### config.mk
export PLATFORM = sky130hd
export DESIGN_NAME = fir_out_decim_fifo
export DESIGN_NICKNAME = d
export VERILOG_FILES = /design/src/rtl/fir_out_decim_fifo.sv
export SDC_FILE = /design/constraint.sdc
export NUM_CORES = 1
export LEC_CHECK = 0
export CAP_MARGIN = 20
export CORE_MARGIN = 3
export CORE_UTILIZATION = 55
export CTS_BUF_LIST = sky130_fd_sc_hd__clkbuf_4
export DETAILED_ROUTE_END_ITERATION = 10
export PLACE_DENSITY_LB_ADDON = 0.05
export SETUP_SLACK_MARGIN = 0.3
export SYNTH_ARGS = -nofsm -noshare
export SYNTH_HDL_FRONTEND = slang
export SYNTH_SLANG_ARGS = --single-unit
### constraint.sdc
create_clock -name CLK -period 6.7 [get_ports CLK]
set_clock_uncertainty 0.15 [all_clocks]
set_input_delay 1.34 -clock CLK [delete_from_list [all_inputs] [get_ports CLK]]
set_output_delay 1.34 -clock CLK [all_outputs]
set_load 0.05 [all_outputs]
### src/rtl/fir_out_decim_fifo.sv
// Decimating output stage for the 8-tap FIR: keeps every DECIM-th valid sample,
// buffers kept samples in a show-ahead FIFO with valid/ready egress and a sticky overflow flag.
module fir_out_decim_fifo #(
  parameter int NB    = 13,
  parameter int DECIM = 2,
  parameter int DEPTH = 8
) (
  input  logic                   CLK,
  input  logic                   RST_n,
  input  logic signed [NB-1:0]   DIN,
  input  logic                   VIN,
  input  logic                   RDY,
  input  logic                   OVF_CLR,
  output logic signed [NB-1:0]   DOUT,
  output logic                   VOUT,
  output logic [$clog2(DEPTH):0] LEVEL,
  output logic                   OVF
);
  localparam int AW = $clog2(DEPTH);
  localparam int LW = AW + 1;
  localparam int PW = (DECIM > 1) ? $clog2(DECIM) : 1;
  localparam logic [PW-1:0] PH_LAST  = PW'(DECIM - 1);
  localparam logic [LW-1:0] LVL_FULL = LW'(DEPTH);

  logic signed [NB-1:0] mem_q [DEPTH];
  logic [PW-1:0]        phase_q, phase_d;
  logic [AW-1:0]        wr_q, wr_d, rd_q, rd_d;
  logic [LW-1:0]        level_q, level_d;
  logic                 vout_q, vout_d;
  logic                 ovf_q, ovf_d;
  logic signed [NB-1:0] dout_q, dout_d;
  logic                 keep, push, pop, drop, full;

  always_comb begin
    keep = VIN && (phase_q == '0);
    pop  = vout_q && RDY;
    full = (level_q == LVL_FULL);
    // A full FIFO still accepts a kept sample when the head leaves in the same cycle.
    push = keep && (!full || pop);
    drop = keep && full && !pop;

    phase_d = phase_q;
    if (VIN) phase_d = (phase_q == PH_LAST) ? '0 : phase_q + 1'b1;

    wr_d = push ? wr_q + 1'b1 : wr_q;
    rd_d = pop  ? rd_q + 1'b1 : rd_q;

    level_d = level_q;
    if (push && !pop)      level_d = level_q + 1'b1;
    else if (pop && !push) level_d = level_q - 1'b1;

    vout_d = (level_d != '0);

    // Show-ahead head register; bypass DIN when the new head is being written this cycle.
    dout_d = dout_q;
    if (level_d != '0) dout_d = (push && (wr_q == rd_d)) ? DIN : mem_q[rd_d];

    ovf_d = drop | (ovf_q & ~OVF_CLR);
  end

  always_ff @(posedge CLK) begin
    if (!RST_n) begin
      phase_q <= '0;
      wr_q    <= '0;
      rd_q    <= '0;
      level_q <= '0;
      vout_q  <= 1'b0;
      ovf_q   <= 1'b0;
      dout_q  <= '0;
    end else begin
      phase_q <= phase_d;
      wr_q    <= wr_d;
      rd_q    <= rd_d;
      level_q <= level_d;
      vout_q  <= vout_d;
      ovf_q   <= ovf_d;
      dout_q  <= dout_d;
    end
  end

  always_ff @(posedge CLK) begin
    if (RST_n && push) mem_q[wr_q] <= DIN;
  end

  assign DOUT  = dout_q;
  assign VOUT  = vout_q;
  assign LEVEL = level_q;
  assign OVF   = ovf_q;
endmodule

==> impl_metrics.py, run 1 <==
metrics = {
    "timing": {
        "rsz0062_at_grt": "false",
        "post-route-period-util": 0.614,
        "fmax_ghz": 0.243,
        "tightest_slew_ns": 1.06,
        "slew_viol_final": 0,
        "setup_viol": 0,
        "hold_viol": 0,
        "slew_headroom": 0.294,
        "min_period_ns": 4.11,
        "fin_tns_setup_ns": 0,
    },
    "drt": {
        "drt_iter0_drc": 415,
        "drt_wl_total_mm": 13.5,
        "viasPerCell": 6.34,
        "dr.pass1.iters": 5,
        "ant_nets": 0,
        "avgRoutedWirePerCell_um": 21.5,
        "vias": 3986,
        "drc": 0,
    },
    "power_and_ir_drop": {
        "internal_power_mw": 1.46,
        "power_leakage_nw": 2.38,
        "p_seq_frac": 0.434,
        "p_per_area_mw_per_mm2": 332,
        "combPwrFrac": 0.317,
        "peakVddDrop_mv": 0.188,
        "p_clk_frac": 0.249,
        "power_mw": 2.24,
        "swShare": 0.349,
        "p_switching_uw": 780,
    },
    "worst_setup_path": {
        "cp_max_fo": 30,
        "worstPathRequired_ns": 6.96,
        "path_class": "in2reg",
        "cp.arrival_ns": 4.37,
        "worst_setup_path_start_kind": "input pin",
        "r2r_setup_slack_ns": 2.77,
        "critPathCaptureType": "flip-flop",
    },
    "global_routing": {
        "grt_pass1_vias": 3954,
        "grt_usage": 0.226,
        "grt_start_max_net_pins": 40,
        "gr-total-overflow": 0,
        "grt_pass1_wl_mm": 21.5,
        "antenna_found_initial": 0,
    },
    "yosys": {
        "synthFlopType": "edfxtp_1",
        "yosys.area.top_type": "edfxtp_1",
        "synth_top_area_share": 0.519,
        "ys_ff_latch": 130,
        "synthTopCellsByArea": "edfxtp_1 (52%), dfxtp_1 (8.6%), mux2i_1 (4.8%), a32o_1 (3.3%), a211oi_2 (2.3%)",
        "synth-seq-area-share": 0.605,
        "yosysUniqueCellTypes": 62,
        "synth-edff-count": 104,
        "synth_fp_nets": 471,
        "synth_area_per_cell_um2": 13.4,
        "syn_area_mm2": 0.00602,
        "yosysWarnings": 0,
        "async_reset_ff_frac": 0,
        "syn_inst": 449,
    },
    "cells_and_area": {
        "insertedDiodeCount": 0,
        "drive_gt1_frac": 0.142,
        "nNetsFinal": 502,
        "fillers": 812,
        "syn_to_final_growth_pct": 12.0,
    },
    "die": {
        "rows": 37,
        "start_util": 0.575,
        "die_w_um": 111,
        "ioPinCount": 37,
        "core_mm2": 0.0105,
        "dieArea_mm2": 0.0122,
        "fp.dieH_um": 111,
    },
    "clock_network": {
        "insertion_delay_ns": 0.52,
        "clockBufferDepth": 2,
        "hold_buffers": 0,
        "path_clk_slew_ns": 0.11,
        "cts-root-buf": "clkbuf_4",
        "numCtsBuffers": 17,
        "cts_resized": 0,
        "post_cts.repair.setup_buffers": 0,
        "tritoncts": "built",
        "clock-sinks": 130,
        "cts_max_level": 4,
    },
    "min_path": {
        "hp-class": "reg2reg",
    },
    "placement": {
        "port_buffers": 36,
        "gp_congestion": 0.869,
        "dpl.hpwl_mm": 9.02,
    },
    "run": {
        "cap_violations": 0,
    },
    "status": {
        "status": "finished, final reports clean",
    },
}
cells in the mapped netlist, types with 2 or more instances:
| library cell | count |
|---|---|
| a211o_1 | 10 |
| a211oi_1 | 14 |
| a211oi_2 | 11 |
| a21oi_1 | 22 |
| a22o_1 | 3 |
| a22oi_1 | 2 |
| a32o_1 | 20 |
| and2_1 | 6 |
| and3_1 | 14 |
| and3b_1 | 2 |
| buf_1 | 2 |
| buf_2 | 9 |
| buf_4 | 2 |
| buf_6 | 9 |
| clkbuf_1 | 13 |
| dfxtp_1 | 26 |
| edfxtp_1 | 104 |
| ha_1 | 4 |
| inv_1 | 6 |
| mux2i_1 | 29 |
| mux4_2 | 3 |
| nand2_1 | 20 |
| nand2b_1 | 3 |
| nand3_1 | 7 |
| nand3b_1 | 3 |
| nor2_1 | 18 |
| nor2b_1 | 5 |
| nor3_1 | 7 |
| o21ai_0 | 6 |
| o22a_1 | 3 |
| o22ai_1 | 9 |
| o2bb2ai_1 | 10 |
| or3_1 | 10 |
| xnor2_1 | 6 |
| xor2_1 | 4 |
worst paths after layout:
kind	cells past startpoint	end	from
max	7	DOUT[0]$_SDFFE_PN0P_	RDY
min	1	DOUT[5]$_SDFFE_PN0P_	DOUT[5]$_SDFFE_PN0P_
max reg2reg	7	DOUT[0]$_SDFFE_PN0P_	rd_q[1]$_SDFF_PN0_
min reg2reg	1	DOUT[5]$_SDFFE_PN0P_	DOUT[5]$_SDFFE_PN0P_
final cells by class:
type,instances,area [um^2],share of cell area
clock buffer,19,143,0.0212
sequential,130,3640,0.540
tap,136,170,0.0252
inverter,7,26.3,0.00390
clock inverter,13,160,0.0237
timing repair buffer,47,458,0.0679
multi-input combinational,277,2140,0.318
layer usage:
metal  GRT usage  part of all wire
met5           0                 0
met4      0.0649             0.013
met3      0.0438             0.065
met2       0.366              0.47
met1       0.312              0.45
through the flow:
stage / std cells / utilization / hold slack [ns] / area (um^2) / setup slack, ns
3_5_place_dp: 595 / 0.614 / 0.314 / 6420 / 2.14
6_report: 629 / 0.645 / 0.334 / 6740 / 2.59
2_1_floorplan: 449 / - / 0.314 / 6020 / 3.18
5_1_grt: 629 / 0.645 / 0.373 / 6740 / 2.42
4_1_cts: 627 / 0.643 / 0.339 / 6730 / 2.68
3_3_place_gp: 592 / 0.611 / 0.307 / 6390 / 2.17
kinds of logic after synthesis:
kind of cell / share of synthesized area
mux: 0.0632
flops: 0.605
xor+xnor: 0.0145
fa+ha+maj: 0.00831
simple gates: 0.0956
compound gates: 0.173
buf+inv: 0.0405
critical path, cell delays in order:
cell and delay, ns:
clkdlybuf4s50_1 0.66, nand2_2 0.48, a21oi_4 0.39, o211ai_2 0.33, nor2_1 0.77, mux2i_1 0.16
a22o_1 0.23
sequential cells by signal, summed over array words and instances (netlist names):
signal	cells
LEVEL	4
OVF	1
DOUT	13
VOUT	1
mem_q	104
rd_q	3
phase_q	1
wr_q	3
power groups by stage:
stage	registers [mW]	clock network (mW)	logic [mW]
after floorplan	1.11	0	0.410
after global placement	0.987	0	0.699
after detailed placement	0.990	0	0.707
after CTS	0.971	0.564	0.709
after global routing	0.978	0.600	0.760
final	0.971	0.556	0.709
placed cells by master (no fill, tap or decap), types with 4 or more instances in the layout:
cell / count
nor3_1: 5
or3_1: 10
a211oi_1: 14
o2bb2ai_1: 10
dfxtp_1: 26
and2_1: 6
xnor2_1: 6
nor2_1: 18
a32o_1: 20
nand2_1: 20
a211o_1: 10
ha_1: 4
nand3_1: 7
inv_1: 6
clkbuf_4: 19
a211oi_2: 11
o22ai_1: 9
nor2b_1: 5
o21ai_0: 6
edfxtp_1: 104
mux2i_1: 29
xor2_1: 4
and3_1: 14
buf_6: 4
buf_4: 7
a21oi_1: 22
clkdlybuf4s50_1: 36
No activity file was read; power rests on OpenSTA's default activity.
==> run 2, diff against run 1 <==
==> constraint.sdc (replaced) <==
create_clock -name CLK -period 3.71 [get_ports CLK]
set_clock_uncertainty 0.15 [all_clocks]
set_input_delay 0.742 -clock CLK [delete_from_list [all_inputs] [get_ports CLK]]
set_output_delay 0.742 -clock CLK [all_outputs]
set_load 0.05 [all_outputs]
==> run 2 against run 1 <==
  * Worst hold slack better by 0.00098 ns
  * Combinational power is 86% higher
  * Register-to-register slack worse by 2.0 ns
  * Non-clock buffer count increased by 16
  * Setup slack got worse by 1.9 ns
  * Clock-buffer cell count down 2
  * Routed wire length shrank 0.12%
  * Utilization increased by 2.1 points
  * Cell count up 2.5%
  * Largest power group unchanged
  * First-iteration DRC count decreased by 22%
  * Sequential power rose by 80%
==> impl_metrics.py, run 2 (synthesis results as in run 1) <==
metrics = {
    "die": {
        "start_util": 0.575,
        "dieArea_mm2": 0.0122,
        "ioPinCount": 37,
        "core_mm2": 0.0105,
        "die_w_um": 111,
        "fp.dieH_um": 111,
        "rows": 37,
    },
    "global_routing": {
        "grt_pass1_wl_mm": 21.6,
        "antenna_found_initial": 0,
        "grt_start_max_net_pins": 29,
        "gr-total-overflow": 0,
        "grt_pass1_vias": 3903,
        "grt_usage": 0.228,
    },
    "cells_and_area": {
        "final_cell_mix": "edfxtp_1 (104), clkdlybuf4s50_1 (36), mux2i_1 (29)",
        "fillers": 785,
        "insertedDiodeCount": 0,
        "drive_gt1_frac": 0.171,
        "largest_reg_flops": 104,
        "layout.cells.most_common": "edfxtp_1",
        "syn_to_final_growth_pct": 15.6,
        "top_register": "mem_q",
        "nNetsFinal": 518,
    },
    "power_and_ir_drop": {
        "power_mw": 4.32,
        "power_leakage_nw": 2.51,
        "p_per_area_mw_per_mm2": 620,
        "peakVddDrop_mv": 0.353,
    },
    "status": {
        "status": "finished, final reports clean",
    },
    "placement": {
        "gp_congestion": 0.829,
        "port_buffers": 36,
        "dpl.hpwl_mm": 8.86,
    },
    "timing": {
        "post-route-period-util": 0.816,
        "slew_headroom": 0.396,
        "hold-worst-slack_ns": 0.335,
        "min_period_ns": 3.03,
        "rsz0062_at_grt": "false",
        "fmax_ghz": 0.330,
        "setup_viol": 0,
        "slew_viol_final": 0,
        "tightest_slew_ns": 0.903,
        "fin_tns_setup_ns": 0,
        "hold_viol": 0,
    },
    "clock_network": {
        "clockBufferDepth": 2,
        "cts_max_level": 4,
        "cts-root-buf": "clkbuf_4",
        "numCtsBuffers": 17,
        "hold_buffers": 0,
        "clock-sinks": 130,
        "tritoncts": "built",
        "path_clk_slew_ns": 0.11,
        "cts_resized": 0,
        "insertion_delay_ns": 0.52,
        "post_cts.repair.setup_buffers": 0,
    },
    "worst_setup_path": {
        "cp.arrival_ns": 3.34,
        "worstPathRequired_ns": 4.02,
        "critPathCaptureType": "flip-flop",
        "crit_slowest_cell": "nor4b_4",
        "slowest_delay_ns": 0.77,
        "cp_max_fo": 27,
        "path_class": "in2reg",
        "path_cells": "clkdlybuf4s50_1 -> and2_4 -> nor3_4 -> nor4_1 -> a21oi_2 -> nor4b_4 -> a22o_1",
        "worst_setup_path_start_kind": "input pin",
    },
    "drt": {
        "vias": 3982,
        "ant_nets": 0,
        "dr.pass1.iters": 5,
        "drc": 0,
        "drt_wl_total_mm": 13.5,
        "drt_iter0_drc": 324,
        "avgRoutedWirePerCell_um": 21.0,
        "viasPerCell": 6.17,
    },
    "min_path": {
        "hp-class": "reg2reg",
    },
    "run": {
        "cap_violations": 0,
    },
}
run 2: cell types whose count changed in the layout (fill, tap and decap cells not counted), moves of 2 or more:
cell	previous run	this run
buf_12	0	2
buf_4	7	25
buf_6	4	0
bufinv_16	3	7
clkbuf_4	19	17
clkinv_2	0	2
run 2: worst paths after layout:
check	endpoint	cells after the start	slack, ns	from
worst max-delay path	DOUT[1]$_SDFFE_PN0P_	7	0.68	RDY
worst min-delay path	DOUT[10]$_SDFFE_PN0P_	1	0.34	DOUT[10]$_SDFFE_PN0P_
worst max register to register	DOUT[1]$_SDFFE_PN0P_	8	0.78	LEVEL[0]$_SDFF_PN0_
worst min register to register	DOUT[10]$_SDFFE_PN0P_	1	0.34	DOUT[10]$_SDFFE_PN0P_
run 2: per-stage QoR:
| stage | util | area (um^2) | setup WS (ns) | instances |
|---|---|---|---|---|
| final | 0.665 | 6960 | 0.683 | 645 |
| after global placement | 0.628 | 6570 | 0.249 | 613 |
| after CTS | 0.665 | 6960 | 0.735 | 645 |
| after detailed placement | 0.628 | 6570 | 0.186 | 613 |
| after floorplan | - | 6020 | 0.489 | 449 |
| after global routing | 0.665 | 6960 | 0.515 | 645 |
run 2: area by class of cell:
| cell class | count | area, um^2 | area share |
|---|---|---|---|
| sequential | 130 | 3640 | 0.523 |
| multi-input combinational | 277 | 2140 | 0.308 |
| timing repair buffer | 63 | 588 | 0.0845 |
| clock inverter | 15 | 262 | 0.0376 |
| tap | 136 | 170 | 0.0244 |
| clock buffer | 17 | 128 | 0.0183 |
| inverter | 7 | 26.3 | 0.00377 |
run 2: worst max-delay path, delay by kind of cell:
family                 cells  cell delay [ns]
AND/OR/NAND/NOR            4             1.56
buffers and inverters      1             0.67
AO/OA/AOI/OAI              2             0.35
run 2: report_power, final:
part	total, mW	internal (mW)	switching [mW]
registers	1.75	1.67	0.0835
logic	1.32	0.512	0.809
clock network	1.24	0.735	0.509
run 2: routing by layer:
| metal | track usage | up-vias | routed length [um] |
|---|---|---|---|
| met5 | 0 | - | 0 |
| met3 | 0.0526 | 14 | 812 |
| li1 | - | 1861 | - |
| met4 | 0.0731 | 0 | 131 |
| met1 | 0.327 | 1986 | 6120 |
| met2 | 0.347 | 121 | 6450 |
